**src/rtl/nibble_pkg.sv**
```systemverilog
// rtl/nibble_pkg.sv - shared constants, state type and width helper for the nibble packer
package nibble_pkg;

    localparam int NIB_W = 4;
    localparam int DEFAULT_NIBBLES_PER_WORD = 8;

    typedef enum logic {
        ST_FILL,
        ST_FULL
    } state_t;

    // Width needed to hold a nibble count in 0..n inclusive.
    function automatic int len_width(input int n);
        return $clog2(n + 1);
    endfunction

endpackage

```
**src/rtl/word_out_reg.sv**
```systemverilog
// rtl/word_out_reg.sv - one-entry valid/ready holding register for packed words
module word_out_reg #(
    parameter int WORD_W = 32
) (
    input  logic              clk,
    input  logic              rst,
    input  logic              load,
    input  logic [WORD_W-1:0] data,
    input  logic [3:0]        len,
    input  logic              ready,
    output logic              valid,
    output logic [WORD_W-1:0] word,
    output logic [3:0]        word_len,
    output logic              can_load
);

    // A new word may enter when the slot is empty or is being drained this cycle.
    assign can_load = !valid || ready;

    always_ff @(posedge clk or posedge rst) begin
        if (rst) begin
            valid    <= 1'b0;
            word     <= '0;
            word_len <= '0;
        end else if (load) begin
            valid    <= 1'b1;
            word     <= data;
            word_len <= len;
        end else if (ready) begin
            valid    <= 1'b0;
        end
    end

endmodule

```
**src/rtl/nibble_packer.sv**
```systemverilog
// rtl/nibble_packer.sv - packs a nibble stream into words; NIBBLE_PACKER_PARITY_EN adds WORD_PARITY
module nibble_packer
    import nibble_pkg::*;
#(
    parameter int NIBBLES_PER_WORD = DEFAULT_NIBBLES_PER_WORD,
    parameter int WORD_W           = NIB_W * NIBBLES_PER_WORD
) (
    input  logic              CLK,
    input  logic              RESET,
    input  logic [3:0]        NIB_IN,
    input  logic              NIB_VALID,
    output logic              NIB_READY,
    input  logic              FLUSH,
`ifdef NIBBLE_PACKER_PARITY_EN
    output logic              WORD_PARITY,
`endif
    output logic [WORD_W-1:0] WORD_OUT,
    output logic [3:0]        WORD_LEN,
    output logic              WORD_VALID,
    input  logic              WORD_READY
);

    localparam int CNT_W = len_width(NIBBLES_PER_WORD);
    localparam logic [CNT_W-1:0] LAST_IDX = CNT_W'(NIBBLES_PER_WORD - 1);

    state_t              state_q, state_nx;
    logic [WORD_W-1:0]   asm_q, asm_nx, merged;
    logic [CNT_W-1:0]    cnt_q, cnt_nx, cnt_inc;
    logic [3:0]          park_len_q, park_len_nx;
    logic                nib_acc, word_acc, close;
    logic                load, can_load;
    logic [WORD_W-1:0]   load_data;
    logic [3:0]          load_len;

    assign NIB_READY = (state_q == ST_FILL);
    assign nib_acc   = NIB_VALID && NIB_READY;
    assign word_acc  = WORD_VALID && WORD_READY;

    assign merged  = asm_q | (nib_acc ? ({{(WORD_W-NIB_W){1'b0}}, NIB_IN} << {cnt_q, 2'b00}) : '0);
    assign cnt_inc = cnt_q + CNT_W'(nib_acc);
    // A flush also closes an empty word when a nibble lands in the same cycle.
    assign close   = (nib_acc && (cnt_q == LAST_IDX)) || (FLUSH && ((cnt_q != '0) || nib_acc));

    always_comb begin
        state_nx    = state_q;
        asm_nx      = asm_q;
        cnt_nx      = cnt_q;
        park_len_nx = park_len_q;
        load        = 1'b0;
        load_data   = merged;
        load_len    = 4'(cnt_inc);
        unique case (state_q)
            ST_FILL: begin
                if (close) begin
                    asm_nx = '0;
                    cnt_nx = '0;
                    if (can_load) begin
                        load = 1'b1;
                    end else begin
                        asm_nx      = merged;
                        park_len_nx = 4'(cnt_inc);
                        state_nx    = ST_FULL;
                    end
                end else begin
                    asm_nx = merged;
                    cnt_nx = cnt_inc;
                end
            end
            ST_FULL: begin
                load_data = asm_q;
                load_len  = park_len_q;
                if (word_acc) begin
                    load     = 1'b1;
                    asm_nx   = '0;
                    state_nx = ST_FILL;
                end
            end
            default: state_nx = ST_FILL;
        endcase
    end

    always_ff @(posedge CLK or posedge RESET) begin
        if (RESET) begin
            state_q    <= ST_FILL;
            asm_q      <= '0;
            cnt_q      <= '0;
            park_len_q <= '0;
        end else begin
            state_q    <= state_nx;
            asm_q      <= asm_nx;
            cnt_q      <= cnt_nx;
            park_len_q <= park_len_nx;
        end
    end

    word_out_reg #(
        .WORD_W(WORD_W)
    ) u_word_out_reg (
        .clk      (CLK),
        .rst      (RESET),
        .load     (load),
        .data     (load_data),
        .len      (load_len),
        .ready    (WORD_READY),
        .valid    (WORD_VALID),
        .word     (WORD_OUT),
        .word_len (WORD_LEN),
        .can_load (can_load)
    );

`ifdef NIBBLE_PACKER_PARITY_EN
    logic parity_q;

    always_ff @(posedge CLK or posedge RESET) begin
        if (RESET) begin
            parity_q <= 1'b0;
        end else if (load) begin
            parity_q <= ^load_data;
        end
    end

    assign WORD_PARITY = parity_q;
`endif

endmodule
```
**config.mk**
```make
export PLATFORM = sky130hd
export DESIGN_NAME = nibble_packer
export DESIGN_NICKNAME = d
export VERILOG_FILES = /design/src/rtl/nibble_pkg.sv /design/src/rtl/word_out_reg.sv /design/src/rtl/nibble_packer.sv
export SDC_FILE = /design/constraint.sdc
export NUM_CORES = 1
export LEC_CHECK = 0
export ABC_CLOCK_PERIOD_IN_PS = 5200
export BUFFER_PORTS_ARGS = -buffer_cell sky130_fd_sc_hd__buf_4
export CAP_MARGIN = 20
export CORE_ASPECT_RATIO = 1.1
export CORE_MARGIN = 5
export CORE_UTILIZATION = 61
export DETAILED_ROUTE_END_ITERATION = 8
export HOLD_SLACK_MARGIN = 0.03
export PLACE_DENSITY = 0.8
export SYNTH_ARGS = -nofsm -noshare
export SYNTH_HDL_FRONTEND = slang
export SYNTH_SLANG_ARGS = --single-unit
export TNS_END_PERCENT = 50
```
**constraint.sdc**
```tcl
create_clock -name CLK -period 5.2 [get_ports CLK]
set_input_delay 1.56 -clock CLK [delete_from_list [all_inputs] [get_ports CLK]]
set_output_delay 1.56 -clock CLK [all_outputs]
set_load 0.05 [all_outputs]
```
==> reports/qor.yml <==
status: "finished clean"
grt_usage_pct: 22.1
power.share.switching_pct: 41.7
pwr_density_cell_mw_per_mm2: 590
area_delta_synth_final_pct: 16.9
hold_viol: 0
power_frac_comb_pct: 43.3
vias_per_cell: 5.83
switchingPower_mw: 1.02
critPathKind: "primary input to flip-flop"
cp_data_required_time_ps: 5460
clockBufferDepth: 2
synth_nets: 329
io_buffers: 46
ant_nets: 0
synth-edff-count: 0
yosysWarnings: 0
die-area_sq_mm: 0.00742
die_h_um: 89.9
yosys_register_bits: 78
n_antenna_cell: 0
clk_pin_slew_worst_paths_ps: 70
place_congestion: 0.819
grt_max_degree: 42
cp-end-kind: "flip-flop"
worstPathArrival_ps: 3550
cp_top_family: "compound AO/OA/AOI/OAI gates"
layout_common_cells: "dfrtp_1 (78), buf_4 (51), inv_1 (37), mux2i_1 (34), a21oi_1 (29)"
p_leak_nw: 1.93
ir_worst_vdd_mv: 0.354
avgSynthCellArea_sq_um: 11.1
clkLatencyLatePin_ps: 340
drc: 0
dominantRegCellSynth: "dfrtp_1"
final.setup_skew_ps: 8.00
crit_path_start_kind: "primary input"
p_seq_share_pct: 35.8
grt_pass1_wl_um: 12700
rsz0062_at_grt: "false"
synth_area_sq_mm: 0.00354
crit_top_cell: "buf_4"
tns_ps: 0
slowest_stage: "o21a_2"
synth.distinct_cells: 42
antenna_found_initial: 0
wirelength_um: 7310
cp.depth: 6
clkPwrFrac_pct: 20.9
min_path_type: "flip-flop to flip-flop"
crit-reg2reg-launch: "state_q"
overflow: 0
slew_violations: 0
postCtsResizedCells: 0
layout_commonest_cell: "dfrtp_1"
path_buf_inv: 2
finalCriticalPeriod_ps: 3290
drt_iter0_drc: 204
dp_hpwl_um: 4910
intPower_mw: 1.42
setup_viol_count_final: 0
async_flop_share_pct: 100
cts_tree: "built"
ys_seq_area_share_pct: 55.2
min_path_cells: 1
drive_gt1_share_pct: 21.4
crit_chain: "buf_4 > and3b_1 > and3_1 > o21a_2 > buf_4 > mux2i_1"
whs_ps: 493
r2r_cells: 5
grt_pass1_vias: 2575
wl_per_cell_um: 16.5
first_pass_iters: 4
ios: 47
hold_buffers: 0
numCtsBuffers: 9
cpPeakStageDelay_ps: 740
hp-start: "u_word_out_reg.word_len[1]"
post-route-period-util_pct: 63.3
vias: 2575
final_area_sq_mm: 0.00414
nNetsFinal: 371
power_mw: 2.44
startpoint: "NIB_VALID"
numClockSinks: 78
postCtsSetupBuffers: 0
clockRootBuffer: "clkbuf_8"
start_util_pct: 62.1
htree_levels: 3
cap_violations: 0
row_count: 29
max_slew_margin_pct: 36.8
netlist_instances: 318
max_freq_mhz: 304
core-area_sq_mm: 0.00570
placed_area_sq_mm: 0.00389
dieWidth_um: 82.6
critPathMaxFanout: 28
tightest_slew_ps: 940
==> state kept, by name, summed over array words and instances (netlist names) <==
register                 cells
u_word_out_reg.word_len      4
park_len_q                   4
cnt_q                        4
state_q                      1
u_word_out_reg.word         32
u_word_out_reg.valid         1
asm_q                       32
==> layer usage <==
layer  GRT usage [%]  wire length, um  share of wire, %  vias to the layer above
li1                -                -                 -                     1216
met1            32.0             3190                44                     1293
met2            33.3             3710                51                       61
met3            3.40              321               4.4                        5
met4            8.58               87               1.2                        0
met5               0                0                 0                        -
==> worst paths after layout <==
check	to	slack, ps
max in group asynchronous	u_word_out_reg.word_len[1]	2830
worst min register to register	u_word_out_reg.word_len[1]	490
worst min-delay path	u_word_out_reg.word_len[1]	490
min in group asynchronous	u_word_out_reg.word[7]	1360
worst max-delay path	u_word_out_reg.word[18]	1910
worst max register to register	u_word_out_reg.word[18]	2450
==> synthesized netlist by cell type, drive strengths merged (3+ instances only) <==
library cell | number | area [sq um]
nand2b | 3 | 18.8
mux2i | 34 | 340
clkbuf | 9 | 33.8
nor2 | 11 | 41.3
a22o | 4 | 35.0
o21ai | 9 | 45.0
a21oi | 29 | 145
nand3 | 4 | 20.0
mux2 | 7 | 78.8
dfrtp | 78 | 1950
o21a | 3 | 22.5
buf | 14 | 93.8
inv | 38 | 143
nor3 | 3 | 15.0
nor2b | 3 | 18.8
a31oi | 13 | 81.3
nand2 | 8 | 30.0
and2 | 4 | 25.0
a32o | 20 | 200
nor4 | 3 | 18.8
==> power groups by stage <==
stage	logic, mW	registers [mW]	clock network [mW]
detailed placement	1.05	0.883	0
finish	1.06	0.873	0.511
global route	1.14	0.896	0.551
CTS	1.06	0.873	0.519
global placement	1.03	0.878	0
floorplan	0.603	1.10	0
==> metrics by stage <==
stage          util [%]  std cells  setup slack [ps]
2_1_floorplan         -        318              1640
4_1_cts            72.4        439              1920
6_report           72.6        442              1910
3_5_place_dp       68.3        423              1550
3_3_place_gp       68.3        423              1650
5_1_grt            72.6        442              1740
==> cell type report <==
type | count | area (sq um)
Clock buffer | 11 | 151
Tap cell | 77 | 96.3
Timing Repair Buffer | 54 | 397
Sequential cell | 78 | 1950
Inverter | 38 | 143
Fill cell | 428 | 1560
Clock inverter | 5 | 81.3
Multi-Input combinational cell | 179 | 1320
==> cell families after synthesis <==
| logic type | count (synthesis) | synth area share (%) |
|---|---|---|
| buf+inv | 61 | 7.64 |
| compound gates | 87 | 17.1 |
| flops | 78 | 55.2 |
| simple gates | 47 | 7.00 |
| fa+ha+maj | 2 | 0.707 |
| mux | 41 | 11.8 |
| xor+xnor | 2 | 0.495 |
Power figures use the tool's default switching activity.
